`src/rtl/memory_access_stage.sv`:
```
// OTTER memory stage: one req/ack data-memory transaction per load/store, lane
// steering and load extension, plus the MEM/WB register feeding writeback.
module memory_access_stage #(
  parameter int unsigned TIMEOUT_CYCLES = 16
) (
  input  logic        MEMORY_CLOCK,
  input  logic        MEMORY_RESET_N,
  input  logic        EX_MS_VALID,
  input  logic [31:0] EXEC_PC_4,
  input  logic [31:0] EXEC_ALU_RESULT,
  input  logic [31:0] EXEC_RS2,
  input  logic [1:0]  EXEC_RF_WR_SEL,
  input  logic        EXEC_REGWRITE,
  input  logic        EXEC_MEMWRITE,
  input  logic        EXEC_MEMREAD2,
  input  logic [4:0]  EX_MS_RD,
  input  logic [2:0]  EX_MS_FUNCT3,
  output logic        MS_STALL,
  output logic        DMEM_REQ,
  output logic        DMEM_WE,
  output logic [31:0] DMEM_ADDR,
  output logic [3:0]  DMEM_BE,
  output logic [31:0] DMEM_WDATA,
  input  logic        DMEM_ACK,
  input  logic [31:0] DMEM_RDATA,
  output logic        MS_WB_VALID,
  output logic [31:0] MS_WB_PC_4,
  output logic [31:0] MS_WB_ALU_RESULT,
  output logic [31:0] MS_WB_LOAD_DATA,
  output logic [1:0]  MS_WB_RF_WR_SEL,
  output logic        MS_WB_REGWRITE,
  output logic [4:0]  MS_WB_RD,
  output logic        MS_MISALIGN,
  output logic        MS_BUS_ERR
);

  typedef enum logic {IDLE, BUSY} state_t;

  state_t      state_q, state_d;
  logic        req_q, req_d, we_q, we_d;
  logic [31:0] addr_q, addr_d, wdata_q, wdata_d, cnt_q, cnt_d;
  logic [3:0]  be_q, be_d;
  logic        wb_valid_q, wb_valid_d, wb_regw_q, wb_regw_d;
  logic [31:0] wb_pc4_q, wb_pc4_d, wb_alu_q, wb_alu_d, wb_load_q, wb_load_d;
  logic [1:0]  wb_sel_q, wb_sel_d;
  logic [4:0]  wb_rd_q, wb_rd_d;
  logic        misalign_q, misalign_d, bus_err_q, bus_err_d;

  logic [1:0]  lane, size;
  logic        mem_op, misaligned;
  logic [3:0]  be_c;
  logic [31:0] wdata_c, load_ext, shifted;
  logic [15:0] half;
  logic        retire, retire_regw;
  logic [31:0] retire_load;

  assign lane = EXEC_ALU_RESULT[1:0];
  assign size = EX_MS_FUNCT3[1:0];
  assign mem_op = EXEC_MEMWRITE | EXEC_MEMREAD2;
  assign misaligned = (size == 2'b11) || (size == 2'b01 && lane[0]) ||
                      (size == 2'b10 && lane != 2'b00);

  always_comb begin
    be_c    = 4'b1111;
    wdata_c = EXEC_RS2;
    case (size)
      2'b00: begin
        be_c    = 4'b0001 << lane;
        wdata_c = {4{EXEC_RS2[7:0]}};
      end
      2'b01: begin
        be_c    = lane[1] ? 4'b1100 : 4'b0011;
        wdata_c = {2{EXEC_RS2[15:0]}};
      end
      default: ;
    endcase
  end

  // Lane/extension decode uses the held EXEC_* inputs, valid for the whole BUSY span.
  always_comb begin
    shifted  = DMEM_RDATA >> {lane, 3'b000};
    half     = lane[1] ? DMEM_RDATA[31:16] : DMEM_RDATA[15:0];
    load_ext = DMEM_RDATA;
    case (size)
      2'b00:   load_ext = EX_MS_FUNCT3[2] ? {24'h0, shifted[7:0]} : {{24{shifted[7]}}, shifted[7:0]};
      2'b01:   load_ext = EX_MS_FUNCT3[2] ? {16'h0, half} : {{16{half[15]}}, half};
      default: ;
    endcase
  end

  always_comb begin
    state_d     = state_q;
    req_d       = req_q;
    we_d        = we_q;
    addr_d      = addr_q;
    be_d        = be_q;
    wdata_d     = wdata_q;
    cnt_d       = cnt_q;
    misalign_d  = 1'b0;
    bus_err_d   = 1'b0;
    retire      = 1'b0;
    retire_regw = 1'b0;
    retire_load = '0;
    case (state_q)
      IDLE: begin
        if (EX_MS_VALID) begin
          if (!mem_op) begin
            retire      = 1'b1;
            retire_regw = EXEC_REGWRITE;
          end else if (misaligned) begin
            retire     = 1'b1;
            misalign_d = 1'b1;
          end else begin
            state_d = BUSY;
            req_d   = 1'b1;
            we_d    = EXEC_MEMWRITE;
            addr_d  = {EXEC_ALU_RESULT[31:2], 2'b00};
            be_d    = be_c;
            wdata_d = wdata_c;
            cnt_d   = '0;
          end
        end
      end
      BUSY: begin
        if (DMEM_ACK) begin
          state_d     = IDLE;
          req_d       = 1'b0;
          retire      = 1'b1;
          retire_regw = EXEC_REGWRITE;
          retire_load = EXEC_MEMWRITE ? '0 : load_ext;
        end else if (TIMEOUT_CYCLES != 0 && cnt_q == TIMEOUT_CYCLES - 1) begin
          state_d   = IDLE;
          req_d     = 1'b0;
          retire    = 1'b1;
          bus_err_d = 1'b1;
        end else begin
          cnt_d = cnt_q + 32'd1;
        end
      end
      default: state_d = IDLE;
    endcase
  end

  always_comb begin
    wb_valid_d = retire;
    wb_regw_d  = retire & retire_regw;
    wb_pc4_d   = retire ? EXEC_PC_4 : wb_pc4_q;
    wb_alu_d   = retire ? EXEC_ALU_RESULT : wb_alu_q;
    wb_load_d  = retire ? retire_load : wb_load_q;
    wb_sel_d   = retire ? EXEC_RF_WR_SEL : wb_sel_q;
    wb_rd_d    = retire ? EX_MS_RD : wb_rd_q;
  end

  always_ff @(posedge MEMORY_CLOCK or negedge MEMORY_RESET_N) begin
    if (!MEMORY_RESET_N) begin
      state_q    <= IDLE;
      req_q      <= 1'b0;
      we_q       <= 1'b0;
      addr_q     <= '0;
      be_q       <= '0;
      wdata_q    <= '0;
      cnt_q      <= '0;
      wb_valid_q <= 1'b0;
      wb_regw_q  <= 1'b0;
      wb_pc4_q   <= '0;
      wb_alu_q   <= '0;
      wb_load_q  <= '0;
      wb_sel_q   <= '0;
      wb_rd_q    <= '0;
      misalign_q <= 1'b0;
      bus_err_q  <= 1'b0;
    end else begin
      state_q    <= state_d;
      req_q      <= req_d;
      we_q       <= we_d;
      addr_q     <= addr_d;
      be_q       <= be_d;
      wdata_q    <= wdata_d;
      cnt_q      <= cnt_d;
      wb_valid_q <= wb_valid_d;
      wb_regw_q  <= wb_regw_d;
      wb_pc4_q   <= wb_pc4_d;
      wb_alu_q   <= wb_alu_d;
      wb_load_q  <= wb_load_d;
      wb_sel_q   <= wb_sel_d;
      wb_rd_q    <= wb_rd_d;
      misalign_q <= misalign_d;
      bus_err_q  <= bus_err_d;
    end
  end

  assign MS_STALL         = (state_q == BUSY);
  assign DMEM_REQ         = req_q;
  assign DMEM_WE          = we_q;
  assign DMEM_ADDR        = addr_q;
  assign DMEM_BE          = be_q;
  assign DMEM_WDATA       = wdata_q;
  assign MS_WB_VALID      = wb_valid_q;
  assign MS_WB_PC_4       = wb_pc4_q;
  assign MS_WB_ALU_RESULT = wb_alu_q;
  assign MS_WB_LOAD_DATA  = wb_load_q;
  assign MS_WB_RF_WR_SEL  = wb_sel_q;
  assign MS_WB_REGWRITE   = wb_regw_q;
  assign MS_WB_RD         = wb_rd_q;
  assign MS_MISALIGN      = misalign_q;
  assign MS_BUS_ERR       = bus_err_q;

endmodule

```
`config.mk`:
```
export PLATFORM = sky130hd
export DESIGN_NAME = memory_access_stage
export DESIGN_NICKNAME = d
export VERILOG_FILES = /design/src/rtl/memory_access_stage.sv
export SDC_FILE = /design/constraint.sdc
export NUM_CORES = 1
export LEC_CHECK = 0
export ABC_CLOCK_PERIOD_IN_PS = 2800
export CORE_MARGIN = 3
export CORE_UTILIZATION = 65
export CTS_BUF_LIST = sky130_fd_sc_hd__clkbuf_2
export DETAILED_ROUTE_END_ITERATION = 8
export DONT_BUFFER_PORTS = 1
export PLACE_DENSITY = 0.91
export SLEW_MARGIN = 5
export SYNTH_ARGS = -nofsm -noshare
export SYNTH_HDL_FRONTEND = slang
export SYNTH_SLANG_ARGS = --single-unit
```
`constraint.sdc`:
```
create_clock -name MEMORY_CLOCK -period 2.8 [get_ports MEMORY_CLOCK]
set_clock_uncertainty 0.15 [all_clocks]
set_input_delay 0.56 -clock MEMORY_CLOCK [delete_from_list [all_inputs] [get_ports MEMORY_CLOCK]]
set_output_delay 0.56 -clock MEMORY_CLOCK [all_outputs]
set_load 0.02 [all_outputs]
```
Word-level counts from Yosys, hierarchy flattened --
Cells that the tools add are included.
Operators by class: bitwise gates (word level) 4, equality and inequality tests 10, add/subtract/negate cells 1, reduce and logical (&&, ||, !) cells 9, shift-type cells 2, muxes and demuxes 43
Operators with widths (count):
- 32-bit two-way mux | 10
- 32-bit one-hot mux with 2 select lines | 3
- 32-bit by 1-bit adder with 32-bit output, second input constant | 1
- 32-bit by 4-bit == test with 1-bit output, second input constant | 1
- 32-bit by 5-bit right shift with 8-bit output | 1
- 1-bit two-way mux | 23
- 16-bit two-way mux | 1
- 2-bit inequality test, second input constant | 5
- 1-bit one-hot mux with 2 select lines | 4
- 4-bit one-hot mux with 2 select lines | 1
- 4-bit AND reduction | 2
- 5-bit AND reduction | 1
- 2-bit == test, second input constant | 2
- 4-bit two-way mux | 1
- 1-bit by 2-bit << shifter with 4-bit output, first input constant | 1
- 3-bit by 2-bit inequality test with 1-bit output, second input constant | 1
- 2-bit by 1-bit == test with 1-bit output, second input constant | 1
- 1-bit logical AND | 2
- 2-bit zero test | 1
- 1-bit logical OR | 2
- 1-bit NOT | 2
- 2-bit nonzero test | 1
- 1-bit bitwise AND | 1
- 1-bit bitwise OR | 1
Storage, ports and cells: register bits 208, word-level logic and storage cells 85, output and inout bits 178

Logic depth before layout (Yosys ltp) --
Gate-level depths: netlist (run 1).
depth after elaboration 9, depth in mapped cells 9, mapped depth without buffers 6

Worst setup path before layout (run 1) --
OpenSTA, ideal clock, no wires.
path kind input to register, start input port EX_MS_FUNCT3[0], end register wb_pc4_q[10], in the netlist MS_WB_PC_4[10], path slack 422 ps, library setup time 128 ps, buffers on the path 3, stages on the path 8, data arrival time 2101 ps, path through buf_2 or3_4 nand2_1 o21ai_1 a22oi_4 buf_6 buf_6 mux2_1
On the way: word-level cells in the longest chain between the ends 8, elaborated cells on any way between the ends 11, classes of those cells 3 x eq/ne; 4 x mux; 4 x reduce/logical
Ends and longest elaborated chain:
- start, declared | line 17 | input logic [2:0] EX_MS_FUNCT3,
- 2-bit by 1-bit == test with 1-bit output | line 60 | assign misaligned = (size == 2'b11) || (size == 2'b01 && lane[0]) ||
- 1-bit logical AND | line 60
- 1-bit logical OR | line 60
- 1-bit logical OR * | line 60
- 1-bit two-way mux * | line 110 | end else if (misaligned) begin
- 1-bit two-way mux * | line 107 | if (!mem_op) begin
- 1-bit two-way mux * | line 106 | if (EX_MS_VALID) begin
- 1-bit one-hot mux with 2 select lines * | line 104 | case (state_q)
- end signal, assigned | line 182 | wb_pc4_q <= wb_pc4_d;
- end, declared | line 44 | logic [31:0] wb_pc4_q, wb_pc4_d, wb_alu_q, wb_alu_d, wb_load_q, wb_load_d;
Every way passes the cells marked *; elsewhere a longest branch is shown, timed or not. A chain may end at the register's enable or synchronous reset.

Final worst setup path (run 1) --
start register cnt_q[0], end register wb_pc4_q[9], in the netlist MS_WB_PC_4[9]
On the way: word-level cells in the longest chain between the ends 4
Ends and longest elaborated chain:
- start, declared | line 41 | logic [31:0] addr_q, addr_d, wdata_q, wdata_d, cnt_q, cnt_d;
- start signal, assigned | line 179 | cnt_q <= cnt_d;
- 32-bit by 4-bit == test with 1-bit output | line 131 | end else if (TIMEOUT_CYCLES != 0 && cnt_q == TIMEOUT_CYCLES - 1) begin
- 1-bit two-way mux | line 131
- 1-bit two-way mux | line 125 | if (DMEM_ACK) begin
- 1-bit one-hot mux with 2 select lines | line 104
Every way passes these cells.

==> run metrics, run 1 <==
switching part of the total=0.3891; Sw Pwr=3.153 mW; number of buffers added on ports=0; Gate Count Post-Synth=850; DR vias=8261; crit start category=flop; # clock sinks=208; Gate power share=0.149; setup TNS=0 ns; final instance area=11270 um2; CP cell instances=ha_1, and3_1, nand4_1, o21bai_2, a22oi_4, buf_12, mux2_1; critical path type=flop to flop; drt first pass iters=8; share of Yosys cell area claimed by the top area cell type=0.5637; maxcap violations=0; initial antenna violation count=2; Synth area leader=dfrtp_1; dominant cells by area after synthesis=dfrtp_1 56%, nand2_1 7.4%, mux2_2 5.5%, mux2_1 3.2%, o21ai_0 2.8%; Clock Path Buffers=3; relative slew slack=0.6062; layout cells sized above 1=0.1404; total CTS buffers=50; Die H=125.2 um; slew of the pin with the lowest slew margin=0.5867 ns; I/O pins=323; Sequential Power Share=0.590; CTS Hold Bufs=148; dpl hpwl=18070 um; Max Clk Rate=0.4007 GHz; first-pass GRT wire length=51200 um; largest net degree at the start of global routing=209; min cycle time layout=2.496 ns; outcome=complete, but fails checks; Worst path max stage delay=0.43 ns; Final Cycle Share=0.8913; worst skew pair latency=0.81 ns; crit-path max FO=68; Initial Util=0.6811; drt drc=0; P_leak=5.165 nW; PostCTS Resize Cnt=0; Crit path max-delay family=flip-flops; GPL Wtd Cong=0.9280; synth cell count leaders=208 x dfrtp_1, 181 x nand2_1, 52 x o21ai_0; failing checks=negative hold slack; core area=13560 um2; Syn Area/Cell=10.86 um2; Layout Nets=1152; DR iter-0 viols=1353; critical path arrival=2.98 ns; WHS=-0.7047 ns; FP Rows=42; Die Area=15670 um2; CTS tree=done; Clock Tree Root=clkbuf_2; most frequent cell after synthesis=dfrtp_1; H-tree levels=2; Total Wirelength=33420 um; via/cell ratio=6.827; PwrDens=719.0 nW/um2; ys async rst share=1.000; Syn-to-layout area delta=22.06%; Buf/Inv on CP=1; RSZ-0062 raised after global routing=no; per-cell routed wire length=27.62 um; Die Wd=125.2 um; Mapped Area=9234 um2; Crit path required time=3.28 ns; post-synthesis sequential area ratio=0.5637; cell internal pwr=4.950 mW; critical path capture point type=flop; total gr overflow=0; vias in the first global route=8568; Tot GR Track Use=0.4200; placed cell area=9334 um2; antenna-violating nets left=0; number of synthesized flops with an enable pin=0; Hold Fails Final Rpt=208; post-synth cell types=60; Clock Power Share=0.261; Slew Limit Fails=0; Crit-path slowest cell=dfrtp_1; warnings from Yosys=0; dominant synthesized flop cell=dfrtp_1; HP Class=input port to asynchronous set/reset pin; clk slew on worst S/H paths=0.13 ns; peak supply drop=0.6451 mV; final setup fails=0; Yosys reg bits=208
==> worst paths after layout <==
path / end / slack [ns] / cells after the start / start
worst min register to register: cnt_q[5] / 0.38 / 1 / cnt_q[5]
min in group MEMORY_CLOCK: DMEM_WDATA[26] / 0.04 / 4 / EXEC_RS2[2]
worst min-delay path: DMEM_WDATA[30] / -0.70 / 0 / MEMORY_RESET_N
max in group asynchronous: DMEM_ADDR[5] / 2.93 / 0 / MEMORY_RESET_N
worst max-delay path: MS_WB_PC_4[9] / 0.30 / 7 / cnt_q[0]
worst max register to register: MS_WB_PC_4[9] / 0.30 / 7 / cnt_q[0]
==> cells by family after synthesis <==
group	synth area share
flops	0.5637
other cells	0.0004061
compound gates	0.1179
buf+inv	0.03862
simple gates	0.1520
mux	0.1175
fa+ha+maj	0.001355
xor+xnor	0.008537
==> stage by stage <==
| stage | hold slack (ns) | total power, mW | instances | worst slack [ns] | utilization |
|---|---|---|---|---|---|
| 6_report | -0.7047 | 8.103 | 1210 | 0.3042 | 0.8313 |
| 5_1_grt | -0.7577 | 8.360 | 1210 | 0.1948 | 0.8313 |
| 4_1_cts | -0.7390 | 7.817 | 1209 | 0.3490 | 0.8311 |
| 3_5_place_dp | 0.1215 | 5.624 | 982 | 0.3317 | 0.6884 |
| 3_3_place_gp | 0.1210 | 5.514 | 982 | 0.3719 | 0.6884 |
| 2_1_floorplan | 0.1144 | 5.289 | 851 | 0.4215 | - |
==> power by group through the flow <==
stage / Combinational, mW / Clock (mW) / Sequential [mW]
final: 1.21 / 2.11 / 4.78
after floorplan: 0.732 / 0 / 4.56
after global placement: 0.780 / 0 / 4.73
after CTS: 1.09 / 2.01 / 4.72
after global routing: 1.28 / 2.25 / 4.82
after detailed placement: 0.866 / 0 / 4.76
==> registers in the layout (all words and copies together) (netlist names), 4 cells and up <==
| register | cells |
|---|---|
| DMEM_ADDR | 30 |
| cnt_q | 32 |
| DMEM_WDATA | 32 |
| MS_WB_ALU_RESULT | 32 |
| MS_WB_LOAD_DATA | 32 |
| DMEM_BE | 4 |
| MS_WB_PC_4 | 32 |
| MS_WB_RD | 5 |
==> cells in the final DEF (no fill, tap or decap), drive strengths merged, types with 5 or more instances in the layout <==
master,Yosys,routed
nor3,6,6
inv,19,19
dfrtp,208,208
o21ai,55,55
o31ai,10,10
dlygate4sd3,0,147
or3,8,8
a222oi,7,7
nor4,12,12
a21oi,24,24
o2bb2ai,16,16
mux2,71,71
clkinv,0,8
xnor2,9,9
nand3,14,14
a221oi,8,8
a22o,16,16
buf,24,13
clkbuf,33,69
nand4,9,9
or4,9,9
mux2i,24,24
o211ai,5,5
nand2b,19,19
nand2,181,181
nor2,25,25
==> layer usage <==
| layer | wire (um) | GRT usage |
|---|---|---|
| met4 | 2284 | 0.2341 |
| met5 | 0 | 0 |
| met3 | 4214 | 0.1663 |
| met1 | 10630 | 0.4642 |
| met2 | 16290 | 0.6957 |
==> cell type report <==
type / count / area, um2
antenna: 1 / 2.502
clock buffer: 69 / 345.3
clock inverter: 10 / 90.09
fill: 669 / 2287
inverter: 19 / 71.32
multi-input combinational: 567 / 3685
sequential: 208 / 5205
tap: 176 / 220.2
timing repair buffer: 160 / 1652
==> repair_timing <==
item,4_1_cts,5_1_grt
endpoints found under the hold margin,381,208
setup endpoints to repair,0,0
buffers inserted,0,0
(Power assumes the default switching activity.)
==> run 2: changes to the inputs <==
--- a/config.mk
+++ b/config.mk
@@ -6,9 +6,12 @@
 export NUM_CORES = 1
 export LEC_CHECK = 0
 export ABC_CLOCK_PERIOD_IN_PS = 2800
+export CELL_PAD_IN_SITES_DETAIL_PLACEMENT = 2
+export CELL_PAD_IN_SITES_GLOBAL_PLACEMENT = 2
 export CORE_MARGIN = 3
-export CORE_UTILIZATION = 65
+export CORE_UTILIZATION = 40
 export CTS_BUF_LIST = sky130_fd_sc_hd__clkbuf_2
+export CTS_CLUSTER_DIAMETER = 50
 export DETAILED_ROUTE_END_ITERATION = 8
 export DONT_BUFFER_PORTS = 1
 export PLACE_DENSITY = 0.91
==> run metrics, run 2 (same netlist as run 1, synthesis figures left out) <==
Clock Path Buffers=3 (unchanged); Post-Layout Cell Count=1344 (was 1210); drt drc=0 (unchanged); critical path arrival=3.32 ns (was 2.98 ns); Max Clk Rate=0.3597 GHz (was 0.4007 GHz); relative slew slack=0.1775 (was 0.6062); Die Area=24940 um2 (was 15670 um2); Crit path required time=3.34 ns (was 3.28 ns); critical path type=input port to flop (was flop to flop); Worst path max stage delay=0.98 ns (was 0.43 ns); Crit path max-delay family=buffers and inverters (was flip-flops); FP Rows=54 (was 42); HP Class=input port to asynchronous set/reset pin (unchanged); CP cell instances=dlymetal6s4s_1, nor2b_1, nor2_1, a222oi_1, dlygate4sd3_1, o2bb2ai_1 (was ha_1, and3_1, nand4_1, o21bai_2, a22oi_4, buf_12, mux2_1); Hold Fails Final Rpt=208 (unchanged); initial antenna violation count=4 (was 2); placed insts=1091 (was 982); clk slew on worst S/H paths=0.14 ns (was 0.13 ns); worst skew pair latency=0.82 ns (was 0.81 ns); antenna-violating nets left=0 (unchanged); # clock sinks=208 (unchanged); Slew Limit Fails=0 (unchanged); total CTS buffers=55 (was 50); final setup fails=0 (unchanged); pre-CTS setup slack=0.3171 ns (was 0.3317 ns); H-tree levels=2 (unchanged); critical path capture point type=flop (unchanged); failing checks=negative hold slack (unchanged); Register Area=5205 um2 (unchanged); Tot GR Track Use=0.3107 (was 0.4200); Final Power=8.385 mW (was 8.103 mW); Crit-path slowest cell=dlymetal6s4s_1 (was dfrtp_1); per-cell routed wire length=29.75 um (was 27.62 um); area of the multi-input gates=3692 um2 (was 3685 um2); most frequent cells in the layout=208 x dfrtp_1, 181 x nand2_1, 147 x dlygate4sd3_1, 82 x clkbuf_2, 52 x o21ai_0 (was 208 x dfrtp_1, 181 x nand2_1, 147 x dlygate4sd3_1, 69 x clkbuf_2, 52 x o21ai_0); crit path from=EX_MS_FUNCT3[0] (was cnt_q[0]); maxcap violations=0 (unchanged); FILL cells=2167 (was 669); outcome=complete, but fails checks (unchanged); Syn-to-layout area delta=24.91% (was 22.06%); first-pass GRT wire length=58020 um (was 51200 um); Layout Nets=1164 (was 1152); Clock Tree Root=clkbuf_2 (unchanged); vias in the first global route=9435 (was 8568); WHS=-0.7470 ns (was -0.7047 ns); Initial Util=0.4154 (was 0.6811); setup TNS=0 ns (unchanged); largest net degree at the start of global routing=209 (unchanged); PwrDens=727.0 nW/um2 (was 719.0 nW/um2); placed cell area=9497 um2 (was 9334 um2); RR Startpoint=MS_STALL (was cnt_q[0]); DR vias=7882 (was 8261); layout cells sized above 1=0.1578 (was 0.1404); Final Cycle Share=0.9929 (was 0.8913); P_leak=5.279 nW (was 5.165 nW); min cycle time layout=2.780 ns (was 2.496 ns); drt first pass iters=8 (unchanged); worst setup slack after layout=0.01987 ns (was 0.3042 ns); dpl hpwl=20350 um (was 18070 um); crit start category=input port (was flop); Die H=157.9 um (was 125.2 um); via/cell ratio=5.865 (was 6.827); Total Wirelength=39980 um (was 33420 um); crit-path max FO=22 (was 68); peak supply drop=0.4130 mV (was 0.6451 mV); RSZ-0062 raised after global routing=no (unchanged); final instance area=11530 um2 (was 11270 um2); CTS tree=done (unchanged); total gr overflow=0 (unchanged); core area=22230 um2 (was 13560 um2); DR iter-0 viols=549 (was 1353); Buf/Inv on CP=2 (was 1); CTS Hold Bufs=150 (was 148); GPL Wtd Cong=0.7841 (was 0.9280); number of buffers added on ports=0 (unchanged); final core utilization=0.5189 (was 0.8313); Die Wd=157.9 um (was 125.2 um); most common cell after layout, fill and taps aside=dfrtp_1 (unchanged); I/O pins=323 (unchanged); slew of the pin with the lowest slew margin=1.234 ns (was 0.5867 ns)
[run 2: worst paths after layout]
check                      cells past startpoint                 end  slack, ns
max                                            6  MS_WB_LOAD_DATA[4]       0.02
min                                            0       DMEM_ADDR[14]      -0.75
max reg2reg                                    5           cnt_q[26]       0.18
min reg2reg                                    1            cnt_q[0]       0.42
max in group asynchronous                      0          DMEM_BE[3]       2.91
min in group MEMORY_CLOCK                      4      DMEM_WDATA[12]       0.08
[run 2: routing by layer]
metal,vias up,global-route usage,routed length (um)
li1,3356,-,-
met1,3948,0.3070,13520
met2,425,0.5677,20860
met3,153,0.1047,3406
met4,0,0.1749,2200
met5,-,0,0
[run 2: timing repair]
item                       CTS  global route
hold endpoints to repair   385           208
setup endpoints to repair    0            20
setup buffers                0             0
gates resized for setup      0             2
[run 2: power breakdown]
group / internal [mW] / total [mW] / leakage (nW) / switching (mW)
clock: 0.870 / 2.32 / 0.389 / 1.45
combinational: 0.589 / 1.28 / 2.27 / 0.692
sequential: 3.54 / 4.78 / 2.62 / 1.25
[run 2: area by class of cell]
class                      count  share of cell area
clock buffer                  82             0.03558
multi-input combinational    567              0.3201
antenna                        6            0.001302
clock inverter                15            0.007594
inverter                      19            0.006184
sequential                   208              0.4513
tap                          280             0.03038
timing repair buffer         167              0.1475
